**src/rtl/tt_sweep_counter.sv**
```systemverilog
// rtl/tt_sweep_counter.sv - index counter with clear/enable and an all-ones last flag
module tt_sweep_counter #(
  parameter int unsigned W = 3
) (
  input  logic         clk,
  input  logic         rst,
  input  logic         clr,
  input  logic         en,
  output logic [W-1:0] idx,
  output logic         last
);

  logic [W-1:0] idx_q;
  logic [W-1:0] idx_d;

  always_comb begin
    idx_d = idx_q;
    if (clr) begin
      idx_d = '0;
    end else if (en) begin
      idx_d = idx_q + 1'b1;
    end
  end

  always_ff @(posedge clk or posedge rst) begin
    if (rst) begin
      idx_q <= '0;
    end else begin
      idx_q <= idx_d;
    end
  end

  assign idx  = idx_q;
  assign last = &idx_q;

endmodule

```
**config.mk**
```make
export PLATFORM = sky130hd
export DESIGN_NAME = tt_sweep_counter
export DESIGN_NICKNAME = d
export VERILOG_FILES = /design/src/rtl/tt_sweep_counter.sv
export SDC_FILE = /design/constraint.sdc
export NUM_CORES = 1
export LEC_CHECK = 0
export BUFFER_PORTS_ARGS = -buffer_cell sky130_fd_sc_hd__buf_2
export CORE_AREA = 2 2 39 41
export DETAILED_ROUTE_END_ITERATION = 6
export DIE_AREA = 0 0 41 43
export GPL_TIMING_DRIVEN = 0
export PLACE_DENSITY = 0.32
export SKIP_LAST_GASP = 1
export SLEW_MARGIN = 25
export SYNTH_ARGS = -nofsm -noshare
export SYNTH_HDL_FRONTEND = slang
export SYNTH_SLANG_ARGS = --single-unit
```
**constraint.sdc**
```tcl
create_clock -name clk -period 1.1 [get_ports clk]
set_clock_uncertainty 0.1 [all_clocks]
set_input_delay 0.22 -clock clk [delete_from_list [all_inputs] [get_ports clk]]
set_output_delay 0.22 -clock clk [all_outputs]
set_load 0.02 [all_outputs]
```
* Yosys cells after proc, flatten, opt, wreduce, memory -nomap -nowiden
Cells that the tools add are included.
Widths: inputs -> output; s select.
** Cells by class
- $add $sub $neg :: 1
- Muxes and demuxes :: 2
- Reductions and logical operators :: 2
** Operators by type and width (count)
- $mux 3 :: 2
- $add 3x1->3 const B :: 1
- $reduce_and 3->1 :: 1
- $reduce_bool 2->1 :: 1
** Word-level totals
- Register bits after elaboration :: 3
- Input port bits :: 4
- Output and inout bits :: 4
- Word-level logic and storage cells :: 6

* Depth between registers and ports, before layout
Gate-level depths: netlist of run 1.
- Depth in word-level cells :: 3
- Gate-level depth with buffers :: 4

* Least setup slack after synthesis of run 1
Ideal clock, no wire load.
- Kind :: register to register
- From :: register idx_q[0], in the netlist idx[0]
- To :: register idx_q[2], in the netlist idx[2]
- Data arrival time :: 1.104 ns
- Required time :: 0.882 ns
- Path slack :: -0.222 ns
- Stages on the path, launching flop included :: 5
- Cells stage by stage :: dfrtp_1 -> ha_1 -> ha_1 -> mux2i_1 -> nor2_1
** Between the ends
- Cells in the longest elaborated chain, start to end :: 3
** RTL lines
- start, declared :: line 13 : logic [W-1:0] idx_q;
- start signal, assigned :: line 29 : idx_q <= idx_d;
- $add 3x1->3 :: line 21 : idx_d = idx_q + 1'b1;
- $mux 3 :: line 20 : end else if (en) begin
- $mux 3 :: line 18 : if (clr) begin
Every way passes these cells. The select of a mux whose other input is x is not followed.
A chain may end at the register's enable or synchronous reset.

* Worst setup path in the final report of run 1
- From :: register idx_q[1], in the netlist idx[1]
- To :: output last
** Between the ends
- Cells in the longest elaborated chain, start to end :: 1
** RTL lines
- $reduce_and 3->1 :: line 34 : assign last = &idx_q;
- end, declared :: line 10 : output logic last
Every way passes these cells.

==> impl_metrics.yaml, run 1 <==
drt:
  drtIter0Drc: 3
  firstDrtPassIters: 2
  wirelength_um: 394
  drc: 0
  ant_nets: 0
  wl_per_cell_um: 8.76
  viasPerCell: 3.42
  vias: 154
cells_and_area:
  regArea_um2: 78.8
  fin_cells: 45
  fill_cells: 160
  fin_util_pct: 24.4
  area_growth_pct: 135
  layout.nets: 36
  multi_input_area_um2: 93.8
  antenna_cells: 0
  largest_reg_flops: 3
  layout-drive-gt1-share_pct: 72.4
  post-route-cell-area_um2: 338
sta:
  min_period_ns: 1.40
  setup_viol: 6
  fmax_mhz: 713
  finalHoldViolations: 0
  tightest_slew_ns: 0.132
  rsz0062_at_grt: "yes"
  min_period_over_period_pct: 127
  maxSlewHeadroom_pct: 91.0
  slew_viol_final: 0
  setup_ws_ns: -0.302
floorplan:
  die_h_um: 43
  placement_rows: 14
  ios: 8
  die_area_um2: 1760
  die_w_um: 41
  initial_utilization_pct: 10.4
  coreArea_um2: 1380
synth:
  yosysWarnings: 0
  yosysSeqAreaShare_pct: 52.2
  synth_top_cell_by_area: "dfrtp_1"
  syn-cell-area_um2: 144
  synthCells: 12
  avgSynthCellArea_um2: 12.0
  yosysUniqueCellTypes: 6
  ys_ff_latch: 3
  synth_top_area_share_pct: 52.2
  yosys-top-cells-area: "dfrtp_1, ha_1, mux2i_1"
  syn_nets: 18
setup_path:
  worst-setup-path-type: "flop to primary output"
  r2r_cells: 4
  r2r-start: "idx[1]"
  worst_setup_path_end_kind: "primary output"
  start_kind: "flop"
  crit_required_ns: 0.78
  crit_arrival_ns: 1.08
  cp_max_fo: 2
  critPathLaunch: "idx[1]"
hold_path:
  hold_path.class: "primary input to flop"
  worstHoldPathCells: 2
  hold_start: "clr"
power_and_ir_drop:
  clkPwrFrac_pct: 44.9
  p_sw_mw: 0.0998
  power_density_nw_per_um2: 1230
  sw_frac_of_total_pct: 23.9
  ir_drop_uv: 359
  seq_power_share_pct: 30.9
  power.leakage_nw: 0.157
  finalPower_mw: 0.417
  power_frac_comb_pct: 24.2
  p_int_mw: 0.317
placement:
  port_buffers: 7
  dpl_cell_area_um2: 226
  placedCellCount: 35
  place_congestion: 0.531
  dp_slack_ns: -0.128
cts:
  clock-sinks: 3
  root_buffer: "clkbuf_4"
  clockBufferDepth: 2
  path_clk_slew_ns: 0.03
  cts_buffers: 3
  h-tree-depth: 1
  clock_latency_ns: 0.23
  cts_tree: "done"
global_routing:
  grt_pass1_wl_um: 655
  grt_overflow: 0
  grt_pass1_vias: 176
  grt_antenna_before_repair: 0
  grt_max_degree: 4
  track_usage_pct: 6.14
run:
  max_cap_viol_count: 0
run_status:
  violations: "setup timing"
  status: "finished with violations"
through the flow:
step           hold WS, ns  setup TNS (ns)
5_1_grt             0.0838           -1.13
3_3_place_gp       -0.0125          -0.193
2_1_floorplan       -0.126          -0.139
6_report            0.0651          -0.869
3_5_place_dp      -0.00497          -0.230
4_1_cts             0.0639          -0.763
cell usage in the layout, fill, tap and decap left out, drive strengths merged:
cell	count
buf	12
clkbuf	4
nor2	3
dfrtp	3
ha	2
mux2i	2
xnor2	1
inv	1
dlygate4sd3	1
repair_timing:
item | CTS | global route
gates resized for setup | 8 | 4
hold buffers | 1 | 0
endpoints found under the hold margin | 3 | 0
setup endpoints to repair | 5 | 6
setup buffers | 3 | 2
pin swaps | 2 | 1
path summary, 6_finish.rpt:
check	to	slack, ns
hold reg to reg	idx[1]	0.59
setup / recovery	last	-0.30
max in group asynchronous	idx[2]	0.45
hold / removal	idx[1]	0.07
setup reg to reg	idx[2]	-0.09
min in group asynchronous	idx[1]	0.30
Yosys cell counts (all sizes together):
library cell,n
dfrtp,3
ha,2
inv,1
mux2i,2
nor2,3
xnor2,1
layout make-up:
cell class	count	share of cell area (%)
clock buffers	4	7.78
inverters	1	1.11
well taps	16	5.93
multi-input cells	8	27.8
repair buffers	13	34.1
flip-flops and latches	3	23.3
power by group through the flow:
stage                     combinational, mW  sequential (mW)  clock [mW]
after floorplan                      0.0218            0.141           0
after global placement               0.0513            0.131           0
after detailed placement             0.0542            0.132           0
after CTS                            0.0810            0.129       0.198
after global routing                  0.112            0.130       0.206
final                                 0.101            0.129       0.187
cell families (layout without fill, tap and decap cells):
group,after synthesis,count (layout),synth area share (%)
flip-flops,3,3,52.2
multiplexers,2,2,13.9
buffers and inverters,1,18,2.61
adder cells (fa/ha/maj),2,2,17.4
AND/OR/NAND/NOR,3,3,7.83
XOR/XNOR,1,1,6.09
critical path: stages (launching register included):
cell	delay [ns]
dfrtp_2	0.42
ha_4	0.17
ha_4	0.15
buf_6	0.12
layer usage:
metal,part of all wire (%),track usage (%),vias up
met5,0,0,-
met4,0,8.00,0
met3,8.1,1.57,0
met2,52,8.75,8
met1,40,5.83,73
li1,-,-,73
Power figures use the tool's default switching activity.
==> inputs of run 2 (changes only) <==
--- a/config.mk
+++ b/config.mk
@@ -5,12 +5,13 @@
 export SDC_FILE = /design/constraint.sdc
 export NUM_CORES = 1
 export LEC_CHECK = 0
+export ABC_AREA = 1
 export BUFFER_PORTS_ARGS = -buffer_cell sky130_fd_sc_hd__buf_2
 export CORE_AREA = 2 2 39 41
 export DETAILED_ROUTE_END_ITERATION = 6
 export DIE_AREA = 0 0 41 43
 export GPL_TIMING_DRIVEN = 0
-export PLACE_DENSITY = 0.32
+export PLACE_DENSITY = 0.33
 export SKIP_LAST_GASP = 1
 export SLEW_MARGIN = 25
 export SYNTH_ARGS = -nofsm -noshare
==> impl_metrics.yaml, run 2 <==
cts:
  path_clk_slew_ns: 0.04
  h-tree-depth: 1
  clockBufferDepth: 2
  clock-sinks: 3
  cts_buffers: 3
  root_buffer: "clkbuf_4"
  clock_latency_ns: 0.23
  cts_tree: "done"
power_and_ir_drop:
  power_frac_comb_pct: 18.6
  sw_frac_of_total_pct: 25.1
  p_sw_mw: 0.0986
  power.leakage_nw: 0.166
  ir_drop_uv: 427
  p_int_mw: 0.294
  clkPwrFrac_pct: 49.5
  seq_power_share_pct: 32.0
  power_density_nw_per_um2: 1190
synth:
  yosys-top-cells-count: "nand2_1, dfrtp_1, inv_1, nand3_1, ha_1"
  synth_top_area_share_pct: 48.4
  synth_edf_count: 0
  yosys-top-cells-area: "dfrtp_1, ha_1, nand2_1"
  syn-cell-area_um2: 155
  yosysWarnings: 0
  synth_top_cell_by_area: "dfrtp_1"
  async_flop_share_pct: 100
  synthCells: 18
  syn_nets: 24
  yosysUniqueCellTypes: 6
  ys_ff_latch: 3
  avgSynthCellArea_um2: 8.62
  synth_ff_type: "dfrtp_1"
  yosysMostFrequentCell: "nand2_1"
  yosysSeqAreaShare_pct: 48.4
floorplan:
  die_area_um2: 1760
  coreArea_um2: 1380
  initial_utilization_pct: 11.2
  ios: 8
  die_w_um: 41
  die_h_um: 43
  placement_rows: 14
global_routing:
  use_met1_pct: 6.47
  met2_usage_pct: 6.88
  grt_antenna_before_repair: 0
  grt_overflow: 0
  grt_max_degree: 5
  track_usage_pct: 6.34
  grt_pass1_wl_um: 641
  grt_pass1_vias: 164
  grt_busiest_layer: "met4"
  grt_util_met3_pct: 3.14
sta:
  finalSetupTns_ns: -0.721
  slew_viol_final: 0
  rsz0062_at_grt: "yes"
  setup_ws_ns: -0.300
  hold_ws_ns: 0.164
  fmax_mhz: 714
  tightest_slew_ns: 0.189
  finalHoldViolations: 0
  min_period_over_period_pct: 127
  min_period_ns: 1.40
  maxSlewHeadroom_pct: 87.4
  setup_viol: 5
hold_path:
  hold_path.class: "primary input to flop"
cells_and_area:
  multi_input_area_um2: 98.8
  area_growth_pct: 113
  post-route-cell-area_um2: 330
  mostFrequentLayoutCells: "nand2_1, buf_6, inv_1, clkbuf_4, buf_2"
  fin_util_pct: 23.9
  largest_reg_flops: 3
  layout.nets: 40
  antenna_cells: 0
  layout-drive-gt1-share_pct: 57.6
  fill_cells: 146
  final_common_cell: "nand2_1"
  regArea_um2: 77.6
drt:
  drtIter0Drc: 4
  firstDrtPassIters: 4
  viasPerCell: 3.24
  wirelength_um: 392
  drc: 0
  vias: 159
  wl_per_cell_um: 8.00
  ant_nets: 0
run_status:
  violations: "setup timing"
  status: "finished with violations"
setup_path:
  ff2ff_setup_slack_ns: -0.01
  crit_arrival_ns: 1.08
  cp_max_fo: 2
  start_kind: "flop"
  worst_setup_path_end_kind: "primary output"
  worst-setup-path-type: "flop to primary output"
  crit_required_ns: 0.78
placement:
  place_congestion: 0.624
  port_buffers: 7
  dpl_cell_area_um2: 243
  dp_slack_ns: -0.0933
run:
  max_cap_viol_count: 0
==> run 2: cell types whose count changed after synthesis <==
cell	change
inv_1	+2
xnor2_1	-1
nand3_1	+3
mux2i_1	-2
nand2_1	+6
nor2_1	-3
nor2_2	+1
==> run 2: worst max-delay path, stage by stage, from the launching register on <==
cell and delay (ns):
dfrtp_2 0.42, ha_4 0.17, ha_4 0.14, buf_6 0.12
==> run 2: worst paths after layout <==
| path | to | cells after the start | startpoint |
|---|---|---|---|
| min in group asynchronous | idx[2] | 3 | rst |
| hold / removal | idx[1] | 4 | clr |
| hold reg to reg | idx[2] | 2 | idx[2] |
| setup / recovery | last | 3 | idx[0] |
| setup reg to reg | idx[2] | 4 | idx[0] |
| max in group asynchronous | idx[0] | 3 | rst |
==> run 2: logic make-up (layout without fill, tap and decap cells) <==
| kind of cell | Yosys count | in the layout | synth area share (%) |
|---|---|---|---|
| AND/OR/NAND/NOR | 10 | 10 | 28.2 |
| flip-flops | 3 | 3 | 48.4 |
| buffers and inverters | 3 | 18 | 7.26 |
| adder cells (fa/ha/maj) | 2 | 2 | 16.1 |
==> run 2: power by group through the flow <==
stage / clock, mW / sequential (mW) / combinational, mW
finish: 0.194 / 0.126 / 0.0729
global route: 0.224 / 0.126 / 0.0826
CTS: 0.207 / 0.126 / 0.0644
detailed placement: 0 / 0.129 / 0.0442
global placement: 0 / 0.128 / 0.0453
floorplan: 0 / 0.136 / 0.0187
==> run 2: area by class of cell <==
class	count	area share, %
Clock buffer	4	7.95
Timing Repair Buffer	11	29.2
Tap cell	16	6.06
Sequential cell	3	23.5
Inverter	3	3.41
Multi-Input combinational cell	12	29.9
==> run 2: what timing repair did <==
action	4_1_cts	5_1_grt
pin swaps	1	1
hold endpoints to repair	3	0
hold buffers	1	0
setup endpoints to repair	5	5
resized for setup	7	2
setup buffers	2	1
==> run 2: routing by layer <==
metal	vias to the layer above	wire (µm)
li1	88	-
met1	59	196
met2	10	137
met3	2	43
met4	0	14
met5	-	0
==> run 2: per-stage QoR <==
step / total power, mW / cells
6_report: 0.393 / 49
5_1_grt: 0.432 / 49
4_1_cts: 0.397 / 48
3_5_place_dp: 0.173 / 41
3_3_place_gp: 0.174 / 41
2_1_floorplan: 0.154 / 18
==> inputs of run 3 (changes only) <==
--- a/config.mk
+++ b/config.mk
@@ -8,6 +8,7 @@
 export ABC_AREA = 1
 export BUFFER_PORTS_ARGS = -buffer_cell sky130_fd_sc_hd__buf_2
 export CORE_AREA = 2 2 39 41
+export CTS_BUF_LIST = sky130_fd_sc_hd__clkbuf_8
 export DETAILED_ROUTE_END_ITERATION = 6
 export DIE_AREA = 0 0 41 43
 export GPL_TIMING_DRIVEN = 0
==> impl_metrics.yaml, run 3 (synthesis results as in run 2) <==
placement:
  place_congestion: 0.624
  dp_slack_ns: -0.0933
  port_buffers: 7
cts:
  cts_buffers: 3
  path_clk_slew_ns: 0.03
  h-tree-depth: 1
  clock_latency_ns: 0.21
  root_buffer: "clkbuf_8"
  clock-sinks: 3
  cts_tree: "done"
  clockBufferDepth: 2
cells_and_area:
  antenna_cells: 0
  layout-drive-gt1-share_pct: 57.6
  final_common_cell: "nand2_1"
  largest_reg_flops: 3
  fill_cells: 146
  multi_input_area_um2: 98.8
  regArea_um2: 77.6
  layout.nets: 40
  area_growth_pct: 125
  mostFrequentLayoutCells: "nand2_1, buf_6, inv_1"
setup_path:
  worst-setup-path-type: "flop to primary output"
  critPathMostFrequentCell: "ha_4"
  max_stage_delay_ns: 0.41
  cpMaxStageDelayCell: "dfrtp_2"
  crit_family: "flip-flops"
  cp.buffers_inverters: 1
  crit_chain: "ha_4 > ha_4 > buf_6"
  cp_max_fo: 2
  crit_arrival_ns: 1.06
  worst_setup_path_end_kind: "primary output"
  crit_required_ns: 0.78
  start_kind: "flop"
power_and_ir_drop:
  ir_drop_uv: 609
  power.leakage_nw: 0.178
  power_density_nw_per_um2: 1460
  finalPower_mw: 0.510
sta:
  rsz0062_at_grt: "yes"
  finalHoldViolations: 0
  tightest_slew_ns: 0.189
  setup_ws_ns: -0.281
  hold_ws_ns: 0.182
  min_period_over_period_pct: 126
  min_period_ns: 1.38
  maxSlewHeadroom_pct: 87.4
  slew_viol_final: 0
  finalSetupTns_ns: -0.642
  setup_viol: 5
  fmax_mhz: 724
global_routing:
  grt_pass1_vias: 165
  grt_antenna_before_repair: 0
  grt_max_degree: 5
  grt_overflow: 0
  track_usage_pct: 6.44
  grt_pass1_wl_um: 655
drt:
  drc: 0
  firstDrtPassIters: 4
  drtIter0Drc: 4
  wl_per_cell_um: 8.24
  wirelength_um: 404
  ant_nets: 0
  vias: 157
  viasPerCell: 3.20
floorplan:
  coreArea_um2: 1380
  die_w_um: 41
  initial_utilization_pct: 11.2
  die_area_um2: 1760
  placement_rows: 14
  die_h_um: 43
  ios: 8
hold_path:
  hold_path.class: "primary input to flop"
run_status:
  status: "finished with violations"
  violations: "setup timing"
run:
  max_cap_viol_count: 0
run 3: cell types whose count changed in the layout (fill, tap and decap cells not counted):
cell / before / now
clkbuf_8: 0 / 3
clkbuf_1: 1 / 0
inv_1: 3 / 4
clkbuf_4: 3 / 0
run 3: cell type report:
| type | count | area share, % |
|---|---|---|
| multi-input cells | 12 | 28.3 |
| well taps | 16 | 5.73 |
| clock buffers | 3 | 11.8 |
| repair buffers | 11 | 27.6 |
| flip-flops and latches | 3 | 22.2 |
| inverters | 3 | 3.23 |
| clock inverters | 1 | 1.08 |
run 3: power by group:
part | switching (mW) | leakage, nW | internal [mW]
Combinational | 0.0330 | 0.114 | 0.0398
Clock | 0.0734 | 0.0269 | 0.238
Sequential | 0.00719 | 0.0376 | 0.119
run 3: timing repair:
item,CTS,global route
gates cloned,0,0
setup buffers,2,1
pin swaps,1,1
setup endpoints to repair,5,5
hold buffers,1,0
endpoints found under the hold margin,3,0
resized for setup,7,2
run 3: routing by layer:
| layer | track usage, % | part of all wire, % | vias to the layer above |
|---|---|---|---|
| li1 | - | - | 86 |
| met1 | 6.80 | 51 | 59 |
| met2 | 6.88 | 34 | 10 |
| met4 | 10.0 | 3.5 | 0 |
| met3 | 3.14 | 11 | 2 |
| met5 | 0 | 0 | - |
run 3: worst register-to-register path: stages (launching register included):
cell and delay, ns:
dfrtp_2 0.41, ha_4 0.17, ha_4 0.25, nand3_2 0.06
nand2_1 0.06
run 3: worst paths after layout:
path	from	slack [ns]	cells after the start	endpoint
worst max-delay path	idx[0]	-0.28	3	last
min in group asynchronous	rst	0.31	3	idx[2]
worst min-delay path	clr	0.18	4	idx[1]
worst min register to register	idx[2]	0.50	2	idx[2]
worst max register to register	idx[0]	-0.01	4	idx[2]
max in group asynchronous	rst	0.45	3	idx[0]
run 3: stage by stage:
| step | cells | util, % | cell area [µm²] |
|---|---|---|---|
| after floorplan | 18 | - | 188 |
| after global placement | 41 | 17.5 | 243 |
| after detailed placement | 41 | 17.5 | 243 |
| after CTS | 48 | 24.1 | 334 |
| after global routing | 49 | 25.2 | 349 |
| final | 49 | 25.2 | 349 |
